`config.mk`:
```
export PLATFORM = sky130hd
export DESIGN_NAME = usr_serial_rx
export DESIGN_NICKNAME = d
export VERILOG_FILES = /design/src/rtl/usr_pkg.sv /design/src/rtl/usr_rx_shift.sv /design/src/rtl/usr_serial_rx.sv
export SDC_FILE = /design/constraint.sdc
export NUM_CORES = 1
export LEC_CHECK = 0
export CAP_MARGIN = 20
export CORE_MARGIN = 3
export CORE_UTILIZATION = 45
export DETAILED_ROUTE_END_ITERATION = 6
export PLACE_DENSITY = 0.68
export RECOVER_POWER = 25
export SYNTH_ARGS = -nofsm -noshare
export SYNTH_HDL_FRONTEND = slang
export SYNTH_SLANG_ARGS = --single-unit
```
`constraint.sdc`:
```
create_clock -name CLK -period 4.9 [get_ports CLK]
set_input_delay 0.98 -clock CLK [delete_from_list [all_inputs] [get_ports CLK]]
set_output_delay 0.98 -clock CLK [all_outputs]
set_load 0.01 [all_outputs]
```
`src/rtl/usr_pkg.sv`:
```
// Shared definitions for the serial link: frame-state encoding and shift-direction codes.
// Used by both the transmitter and the receiver.
package usr_pkg;

  typedef enum logic [1:0] {
    IDLE   = 2'd0,
    DATA   = 2'd1,
    PARITY = 2'd2,
    STOP   = 2'd3
  } usr_state_e;

  localparam logic SR_MSB_FIRST = 1'b0;
  localparam logic SR_LSB_FIRST = 1'b1;

  // Wide enough to count up to 16 data bits.
  localparam int unsigned USR_CNT_W = 5;

  function automatic logic even_parity_bad(input logic [15:0] data, input logic par_bit);
    return (^data) ^ par_bit;
  endfunction

endpackage

```
`src/rtl/usr_rx_shift.sv`:
```
// WIDTH-bit receive shift register with selectable direction, enable and load-clear.
// dir=SR_MSB_FIRST fills from bit 0 upward; dir=SR_LSB_FIRST fills from the top downward.
module usr_rx_shift
  import usr_pkg::*;
#(
  parameter int unsigned WIDTH = 4
) (
  input  logic             clk,
  input  logic             rst_n,
  input  logic             load_clr,
  input  logic             shift_en,
  input  logic             dir,
  input  logic             din,
  output logic [WIDTH-1:0] data
);

  logic [WIDTH-1:0] data_q;
  logic [WIDTH-1:0] data_d;

  always_comb begin
    data_d = data_q;
    if (load_clr) begin
      data_d = '0;
    end else if (shift_en) begin
      if (dir == SR_MSB_FIRST) begin
        data_d = {data_q[WIDTH-2:0], din};
      end else begin
        data_d = {din, data_q[WIDTH-1:1]};
      end
    end
  end

  always_ff @(posedge clk) begin
    if (!rst_n) begin
      data_q <= '0;
    end else begin
      data_q <= data_d;
    end
  end

  assign data = data_q;

endmodule

```
`src/rtl/usr_serial_rx.sv`:
```
// Serial frame receiver: start bit, WIDTH data bits, optional even parity, stop bit.
// Delivers the word through a VALID/ACK handshake with sticky error flags.
//
// state  | meaning
// IDLE   | waiting for a start bit (SI != IDLE_LEVEL on a strobe)
// DATA   | shifting in WIDTH data bits
// PARITY | capturing the parity bit
// STOP   | sampling the stop bit and completing the frame
module usr_serial_rx
  import usr_pkg::*;
#(
  parameter int unsigned WIDTH      = 4,
  parameter bit          PARITY_EN  = 1'b1,
  parameter bit          IDLE_LEVEL = 1'b1
) (
  input  logic             CLK,
  input  logic             RST,
  input  logic             CLR,
  input  logic             BIT_EN,
  input  logic             SI,
  input  logic             SR,
  input  logic             ACK,
  output logic [WIDTH-1:0] PARALLEL_OUT,
  output logic             VALID,
  output logic             PARITY_ERR,
  output logic             FRAME_ERR,
  output logic             OVERRUN,
  output logic             BUSY
);

  localparam logic [USR_CNT_W-1:0] LAST_BIT = USR_CNT_W'(WIDTH - 1);

  usr_state_e           state_q, state_d;
  logic [USR_CNT_W-1:0] cnt_q, cnt_d;
  logic                 dir_q, dir_d;
  logic                 par_q, par_d;
  logic [WIDTH-1:0]     out_q, out_d;
  logic                 valid_q, valid_d;
  logic                 perr_q, perr_d;
  logic                 ferr_q, ferr_d;
  logic                 ovr_q, ovr_d;

  logic                 rst_n;
  logic                 shift_clr;
  logic                 shift_en;
  logic                 frame_good;
  logic [WIDTH-1:0]     word;
  logic [15:0]          word_ext;

  // RST and CLR have identical effect on all state, so they share one reset path.
  assign rst_n    = RST & CLR;
  assign word_ext = 16'(word);

  usr_rx_shift #(
    .WIDTH (WIDTH)
  ) u_shift (
    .clk      (CLK),
    .rst_n    (rst_n),
    .load_clr (shift_clr),
    .shift_en (shift_en),
    .dir      (dir_q),
    .din      (SI),
    .data     (word)
  );

  always_comb begin
    state_d    = state_q;
    cnt_d      = cnt_q;
    dir_d      = dir_q;
    par_d      = par_q;
    out_d      = out_q;
    valid_d    = valid_q;
    perr_d     = perr_q;
    ferr_d     = ferr_q;
    ovr_d      = ovr_q;
    shift_clr  = 1'b0;
    shift_en   = 1'b0;
    frame_good = 1'b0;

    if (BIT_EN) begin
      unique case (state_q)
        IDLE: begin
          if (SI != IDLE_LEVEL) begin
            state_d   = DATA;
            cnt_d     = '0;
            dir_d     = SR;
            shift_clr = 1'b1;
          end
        end
        DATA: begin
          shift_en = 1'b1;
          cnt_d    = cnt_q + USR_CNT_W'(1);
          if (cnt_q == LAST_BIT) begin
            state_d = PARITY_EN ? PARITY : STOP;
          end
        end
        PARITY: begin
          par_d   = SI;
          state_d = STOP;
        end
        STOP: begin
          state_d = IDLE;
          if (SI != IDLE_LEVEL) begin
            ferr_d = 1'b1;
          end else if (PARITY_EN && even_parity_bad(word_ext, par_q)) begin
            perr_d = 1'b1;
          end else begin
            frame_good = 1'b1;
          end
        end
        default: state_d = IDLE;
      endcase
    end

    // A good frame landing in the ACK cycle replaces the consumed word instead of clearing VALID.
    if (ACK && valid_q) begin
      valid_d = 1'b0;
    end
    if (frame_good) begin
      if (!valid_q || ACK) begin
        out_d   = word;
        valid_d = 1'b1;
      end else begin
        ovr_d = 1'b1;
      end
    end
  end

  always_ff @(posedge CLK) begin
    if (!RST || !CLR) begin
      state_q <= IDLE;
      cnt_q   <= '0;
      dir_q   <= SR_MSB_FIRST;
      par_q   <= 1'b0;
      out_q   <= '0;
      valid_q <= 1'b0;
      perr_q  <= 1'b0;
      ferr_q  <= 1'b0;
      ovr_q   <= 1'b0;
    end else begin
      state_q <= state_d;
      cnt_q   <= cnt_d;
      dir_q   <= dir_d;
      par_q   <= par_d;
      out_q   <= out_d;
      valid_q <= valid_d;
      perr_q  <= perr_d;
      ferr_q  <= ferr_d;
      ovr_q   <= ovr_d;
    end
  end

  assign PARALLEL_OUT = out_q;
  assign VALID        = valid_q;
  assign PARITY_ERR   = perr_q;
  assign FRAME_ERR    = ferr_q;
  assign OVERRUN      = ovr_q;
  assign BUSY         = (state_q != IDLE);

endmodule

```
Word level (Yosys, flattened, before mapping)
Cells that the tools add are included.
{"block": "totals", "regBits": 21, "in_bits": 7, "output_inout_bits": 9}
{"block": "classes", "n_eq_ne": 6, "add_sub_neg": 1, "n_bitwise": 5, "reduce_logical": 19, "mux": 18}
{"cell": "$reduce_xor 16->1", "n": 1}
{"cell": "$mux 1", "n": 12}
{"cell": "$reduce_and 3->1", "n": 4}
{"cell": "$pmux 5 s2", "n": 1}
{"cell": "$pmux 2 s4", "n": 1}
{"cell": "$reduce_and 2->1", "n": 3}
{"cell": "$add 5x1->5 const B", "n": 1}
{"cell": "$eq 5x2->1 const B", "n": 1}
{"cell": "$mux 5", "n": 1}
{"cell": "$eq 2x2->1 const B", "n": 2}
{"cell": "$mux 2", "n": 2}
{"cell": "$mux 4", "n": 1}
{"cell": "$ne 2x2->1 const B", "n": 2}
{"cell": "$reduce_and 4->1", "n": 1}
{"cell": "$reduce_bool 2->1", "n": 2}
{"cell": "$logic_not 1->1", "n": 3}
{"cell": "$not 1->1", "n": 3}
{"cell": "$eq 2x1->1 const B", "n": 1}
{"cell": "$logic_not 2->1", "n": 1}
{"cell": "$logic_or 1x1->1", "n": 2}
{"cell": "$reduce_or 2->1", "n": 1}
{"cell": "$and 1x1->1", "n": 1}
{"cell": "$logic_and 1x1->1", "n": 1}
{"cell": "$xor 1x1->1", "n": 1}

Logic depth before layout (Yosys ltp)
Gate-level depths: netlist of run 1.
{"block": "depth", "word_depth": 7, "mapped_depth": 6, "depth_no_buf": 6}

By module
From an unflattened synthesis of run 1, not the netlist that was laid out.
{"block": "hier_totals", "hier_cells": 121, "hier_area_um2": 1086.0}
{"module": "usr_serial_rx", "instances": 1, "cells_each": 102, "seq_area_each_um2": 340.3, "area_each_um2": 905.9}
{"module": "usr_rx_shift", "instances": 1, "cells_each": 19, "seq_area_each_um2": 80.1, "area_each_um2": 180.2}

Worst setup path after synthesis of run 1
Ideal clock, no wire load.
{"block": "synth_path", "path_kind": "input to register", "from": "in SI", "to": "reg cnt_q[0]", "arrival_ns": 1.836, "slack_ns": 2.993, "stages": 4, "n_path_buf": 0, "path_cell_list": "and2b_2 > o21ai_2 > or3b_2 > a21oi_1"}
{"block": "synth_between", "elab_chain_cells": 2}
{"item": "start: declaration", "line_no": "usr_serial_rx.sv:20", "source": "input logic SI,"}
{"item": "$ne 2x2->1 (no line)"}
{"item": "$reduce_and 3->1 (no line)"}
{"item": "end signal: assignment", "line_no": "usr_serial_rx.sv:142", "source": "cnt_q <= cnt_d;"}
{"item": "end: declaration", "line_no": "usr_serial_rx.sv:34", "source": "logic [USR_CNT_W-1:0] cnt_q, cnt_d;"}
No other way between the ends.
A chain may end at the register's enable or synchronous reset.

Worst setup path after layout of run 1
{"block": "layout_path", "from": "reg state_q[0]", "to": "out BUSY"}
{"block": "layout_between", "elab_chain_cells": 1}
{"item": "start: declaration", "line_no": "usr_serial_rx.sv:33", "source": "usr_state_e state_q, state_d;"}
{"item": "start signal: assignment", "line_no": "usr_serial_rx.sv:141", "source": "state_q <= state_d;"}
{"item": "$reduce_bool 2->1", "line_no": "usr_serial_rx.sv:158", "source": "assign BUSY = (state_q != IDLE);"}
{"item": "end: declaration", "line_no": "usr_serial_rx.sv:28", "source": "output logic BUSY"}
No other way between the ends.

==> results.py, run 1 <==
metrics = {
    "detailed_routing": {
        "firstDrtPassIters": 4,
        "wire_per_inst_um": 12.8,
        "num_vias": 877,
        "first_iter_violations": 11,
        "drc": 0,
        "drt-total-wl_um": 2090,
        "viasPerCell": 5.38,
        "drt.antenna.violating_nets": 0,
    },
    "setup_path": {
        "crit_type": "reg2out",
        "cp-start-kind": "flip-flop",
        "cpMostUsedCell": "inv_1",
        "arrival_ps": 1740,
        "cp_cell_sequence": "inv_1 -> ha_1 -> inv_1 -> clkdlybuf4s50_1",
        "crit_path_start": "state_q[0]",
        "critical_path_required_ps": 3920,
        "r2r-start": "state_q[0]",
        "max_stage_delay_ps": 530,
        "endpoint_kind": "output pin",
        "path_max_fanout": 7,
        "crit_slowest_cell": "clkdlybuf4s50_1",
    },
    "placed_design": {
        "post-dp-hpwl_um": 1590,
        "gp_congestion": 0.802,
        "port_buffers": 15,
    },
    "global_routing": {
        "grt_use_total_pct": 15.9,
        "gr-total-overflow": 0,
        "grt_pass1_wl_um": 3480,
        "grt_pass1_vias": 844,
        "grt_max_degree": 15,
        "antenna_found_initial": 0,
    },
    "synthesis": {
        "synthCells": 122,
        "synth_area_per_cell_sq_um": 8.90,
        "synth_top_family_by_area": "simple AND/OR/NAND/NOR gates",
        "synth-compound-area-share_pct": 19.2,
        "synthMuxAreaShare_pct": 4.61,
        "syn_nets": 134,
        "ys_seq_area_share_pct": 38.7,
        "yosys_warnings": 0,
        "ys.flop_type": "dfxtp_1",
        "yosys.area_share.xor_xnor_pct": 8.53,
        "netlist_area_sq_mm": 0.00109,
        "ys_ff_latch": 21,
        "synthArstFlopShare_pct": 0,
        "synth_adder_area_share_pct": 5.76,
        "synthSimpleGateAreaFrac_pct": 19.6,
        "synth_edf_count": 0,
        "synthDistinctLibCells": 32,
    },
    "timing": {
        "tightest_slew_ps": 511,
        "fin_worst_skew_ps": 0.565,
        "min_period_over_period_pct": 55.5,
        "drv_slew": 0,
        "setup_violations": 0,
        "hold_viol_final": 0,
        "fmax_mhz": 368,
        "maxSlewHeadroom_pct": 65.8,
        "grt_setup_unrepaired": "no",
        "final.setup.tns_ps": 0,
        "fin_crit_ps": 2720,
    },
    "floorplan": {
        "die_h_um": 55.1,
        "ios": 16,
        "initial_core_util_pct": 48.2,
        "die_w_um": 55.1,
        "core_sq_mm": 0.00225,
        "dieArea_sq_mm": 0.00304,
        "num_rows": 17,
    },
    "clocking": {
        "h-tree-depth": 1,
        "root_buffer": "clkbuf_4",
        "clk_path_buf_depth": 2,
        "cts_setup_buffers": 0,
        "postCtsHoldBufs": 0,
        "numClockSinks": 21,
        "clk_pin_slew_ps": 120,
        "clk_latency_ps": 300,
        "cts.repair.resized": 0,
        "tritoncts": "done",
        "numCtsBuffers": 3,
    },
    "hold_path": {
        "holdCritPathClass": "reg2reg",
        "hold_start": "cnt_q[1]",
    },
    "flow_run": {
        "max_cap_violations": 0,
    },
    "power_and_ir_drop": {
        "leakage_uw": 0.000430,
        "power.net_switching_uw": 70.4,
        "p_per_area_mw_per_mm2": 223,
        "pwr-share-clk_pct": 30.1,
        "swShare_pct": 24.8,
        "p_comb_share_pct": 9.0,
        "intPower_uw": 214,
        "sequentialPowerShare_pct": 60.9,
        "ir_drop_mv": 0.141,
    },
    "layout": {
        "drive_gt1_share_pct": 8.89,
        "utilization_pct": 56.5,
        "area_growth_pct": 17.4,
        "antenna_cells": 0,
        "nFillCells": 227,
        "nNetsFinal": 148,
    },
    "status": {
        "status": "finished clean",
    },
}
flip-flops by register name, summed over array words and instances, names as in the netlist:
register / cells
FRAME_ERR: 1
VALID: 1
cnt_q: 5
PARALLEL_OUT: 4
u_shift.data: 4
OVERRUN: 1
par_q: 1
state_q: 2
dir_q: 1
PARITY_ERR: 1
cell families after synthesis:
group           after synthesis
mux                           5
fa+ha+maj                     5
compound gates               30
flops                        21
simple gates                 43
buf+inv                      10
xor+xnor                      8
placed cells by master, fill, tap and decap left out, types with 4 or more instances in the layout:
| cell type | n |
|---|---|
| dfxtp_1 | 21 |
| nand2_1 | 13 |
| nor2_1 | 12 |
| clkdlybuf4s50_1 | 12 |
| a21oi_1 | 11 |
| nand3_1 | 6 |
| o21ai_0 | 6 |
| mux2i_1 | 5 |
| ha_1 | 5 |
| inv_1 | 4 |
| a211oi_1 | 4 |
Yosys cell counts (all sizes together), types with 2 or more instances:
master  count  area share (%)
clkbuf      5             1.7
ha          5             5.8
and2b       2             1.5
o21ai       7             3.6
o211ai      2             1.4
mux2i       5             4.6
nand3       6             2.8
inv         4             1.4
nor2       12             4.1
dfxtp      21              39
and3        2             1.2
xor2        3             2.4
a21oi      11             5.1
xnor2       4             3.9
nand2      13             4.5
a31oi       2             1.2
a211oi      5             3.9
and2        3             1.7
power groups by stage:
stage          clock [uW]  sequential (uW)  combinational [uW]
3_5_place_dp            0              177                26.0
4_1_cts              88.5              173                26.1
6_report             85.5              173                25.4
3_3_place_gp            0              177                25.2
5_1_grt              92.5              173                28.2
2_1_floorplan           0              176                17.7
per-layer routing:
metal | wire length [um] | GRT usage, %
met3 | 56 | 2.41
met5 | 0 | 0
met4 | 23 | 7.29
met2 | 965 | 26.8
met1 | 1040 | 19.8
through the flow:
stage	hold slack, ps	instances	cell area (sq um)	setup WS (ps)	total power, uW
3_5_place_dp	461	159	1250	2270	203
4_1_cts	492	163	1270	2160	288
2_1_floorplan	444	122	1090	2990	194
5_1_grt	515	163	1270	2070	294
3_3_place_gp	453	159	1250	2330	202
6_report	489	163	1270	2180	284
critical path, delay by kind of cell, from the launching register on:
kind,cells,cell delay [ps]
flip-flops,1,410
buffers and inverters,3,720
adder cells (fa/ha/maj),1,300
path summary, 6_finish.rpt:
kind,end,slack (ps),cells past startpoint
min reg2reg,cnt_q[1],490,2
max reg2reg,cnt_q[0],3080,6
max,BUSY,2180,4
min,cnt_q[1],490,2
layout make-up:
cell class                      instances  area, sq um  area share [%]
Clock buffer                            3         22.5            1.77
Clock inverter                          1         5.00           0.393
Inverter                                4         15.0            1.18
Multi-Input combinational cell         91          627            49.2
Sequential cell                        21          420            33.0
Tap cell                               28         35.0            2.75
Timing Repair Buffer                   15          150            11.8
Power figures use the tool's default switching activity.
==> inputs of run 2 (changes only) <==
Settings changed: PLACE_DENSITY 0.68 to 0.71.
Clock period 4.9 ns to 2.25 ns, I/O delays scaled along.
==> run 2 against run 1 <==
Compared with the run above: global-route usage fell by 0.33 points; final area increased by 0.29%; sequential cell count stayed put; clock skew rose by 1.4 ps; clock-buffer cell count is 1 higher; routed wire length down 2.6%; power rose by 120%; register-to-register slack worse by 2600 ps; die area stayed put; critical path depth unchanged; cell count is 1.2% higher; critical path type unchanged; largest cell class unchanged.
==> results.py, run 2 (synthesized netlist as in run 1, its figures left out) <==
metrics = {
    "floorplan": {
        "core_sq_mm": 0.00225,
        "ios": 16,
        "initial_core_util_pct": 48.2,
        "num_rows": 17,
        "die_w_um": 55.1,
        "dieArea_sq_mm": 0.00304,
        "die_h_um": 55.1,
    },
    "global_routing": {
        "grt_use_total_pct": 15.6,
        "busiest_layer": "met2",
        "gr-total-overflow": 0,
        "antenna_found_initial": 0,
        "met1_usage_pct": 21.6,
        "grt_pass1_vias": 797,
        "grt_max_degree": 12,
        "met2_usage_pct": 24.6,
        "grtUsageMet3_pct": 2.41,
        "grt_pass1_wl_um": 3480,
    },
    "clocking": {
        "h-tree-depth": 1,
        "cts_setup_buffers": 0,
        "clk_pin_slew_ps": 120,
        "tritoncts": "done",
        "clk_path_buf_depth": 2,
        "clk_latency_ps": 300,
        "root_buffer": "clkbuf_4",
        "numCtsBuffers": 3,
        "numClockSinks": 21,
        "cts.repair.resized": 0,
        "postCtsHoldBufs": 0,
    },
    "detailed_routing": {
        "viasPerCell": 5.22,
        "firstDrtPassIters": 4,
        "wire_per_inst_um": 12.3,
        "num_vias": 861,
        "drc": 0,
        "drt-total-wl_um": 2030,
        "first_iter_violations": 9,
        "drt.antenna.violating_nets": 0,
    },
    "hold_path": {
        "holdCritPathClass": "reg2reg",
    },
    "power_and_ir_drop": {
        "intPower_uw": 470,
        "sequentialPowerShare_pct": 61.1,
        "ir_drop_mv": 0.282,
        "p_comb_share_pct": 9.4,
        "pwr-share-clk_pct": 29.5,
        "power.net_switching_uw": 146,
        "leakage_uw": 0.000426,
        "swShare_pct": 23.7,
        "p_per_area_mw_per_mm2": 482,
    },
    "layout": {
        "stdcell_area_sq_mm": 0.00128,
        "largest_reg_flops": 5,
        "utilization_pct": 56.7,
        "seqCellArea_sq_um": 420,
        "layout.cells.most_common": "dfxtp_1",
        "area_growth_pct": 17.7,
        "layout_common_cells": "dfxtp_1 (21), clkdlybuf4s50_1 (14), nand2_1 (13)",
        "multi_input_area_sq_um": 621,
        "largest_register": "cnt_q",
        "nNetsFinal": 150,
        "nFillCells": 229,
        "antenna_cells": 0,
        "drive_gt1_share_pct": 8.03,
    },
    "setup_path": {
        "cpMostUsedCell": "inv_1",
        "critPathBufInv": 3,
        "max_stage_delay_ps": 540,
        "crit_type": "reg2out",
        "endpoint_kind": "output pin",
        "crit_slowest_cell": "clkdlybuf4s50_1",
        "cp-start-kind": "flip-flop",
        "crit_family": "buffers and inverters",
        "cp_cell_sequence": "inv_1 -> ha_2 -> inv_1 -> clkdlybuf4s50_1",
        "path_max_fanout": 7,
        "critical_path_required_ps": 1800,
        "arrival_ps": 1650,
    },
    "status": {
        "status": "finished clean",
    },
    "timing": {
        "maxSlewHeadroom_pct": 70.3,
        "final.setup.tns_ps": 0,
        "setup_ws_ps": 148,
        "fin_crit_ps": 2100,
        "fin_worst_skew_ps": 1.97,
        "hold_viol_final": 0,
        "setup_violations": 0,
        "min_period_over_period_pct": 93.4,
        "grt_setup_unrepaired": "no",
        "drv_slew": 0,
        "fmax_mhz": 476,
        "tightest_slew_ps": 446,
    },
    "placed_design": {
        "port_buffers": 15,
        "post-place-ws_ps": 255,
        "post-dp-hpwl_um": 1590,
        "gp_congestion": 0.736,
        "postPlaceCellArea_sq_mm": 0.00126,
    },
    "flow_run": {
        "max_cap_violations": 0,
    },
}
[run 2: changes by cell type in the layout (fill, tap and decap cells not counted), sizes merged]
cell           previous run  this run
buf                       0         1
clkbuf                    3         5
clkdlybuf4s50            12        14
clkinv                    1         0
dlygate4sd3               3         1
[run 2: final cells by class]
cell class / count / share of cell area [%]
clock buffers: 4 / 2.05
well taps: 28 / 2.74
repair buffers: 17 / 12.6
inverters: 4 / 1.17
flip-flops and latches: 21 / 32.9
multi-input cells: 91 / 48.5
[run 2: power by group through the flow]
stage	combinational [uW]	sequential, uW	clock (uW)
2_1_floorplan	38.5	383	0
3_3_place_gp	58.0	385	0
3_5_place_dp	59.1	385	0
4_1_cts	59.3	377	189
5_1_grt	63.6	377	204
6_report	57.8	376	182
[run 2: worst min-delay path, delay by kind of cell, from the launching register on]
family             cells  cell delay (ps)
AOI/OAI and AO/OA      1               50
DFF                    1              340
and+or+nand+nor        1               50
[run 2: routing by layer]
| metal | vias to the layer above | routed length (um) |
|---|---|---|
| li1 | 457 | - |
| met1 | 385 | 998 |
| met2 | 15 | 941 |
| met3 | 4 | 70 |
| met4 | 0 | 19 |
| met5 | - | 0 |
[run 2: path summary, 6_finish.rpt]
kind / start / endpoint / slack, ps / cells after the start
max: state_q[0] / BUSY / 150 / 4
min: cnt_q[1] / cnt_q[1] / 480 / 2
max reg2reg: state_q[1] / cnt_q[0] / 510 / 6
min reg2reg: cnt_q[1] / cnt_q[1] / 480 / 2
[run 2: per-stage QoR]
stage | power, uW | hold WS [ps] | instances
2_1_floorplan | 422 | 444 | 122
3_3_place_gp | 443 | 458 | 161
3_5_place_dp | 444 | 471 | 161
4_1_cts | 625 | 487 | 165
5_1_grt | 645 | 508 | 165
6_report | 616 | 481 | 165
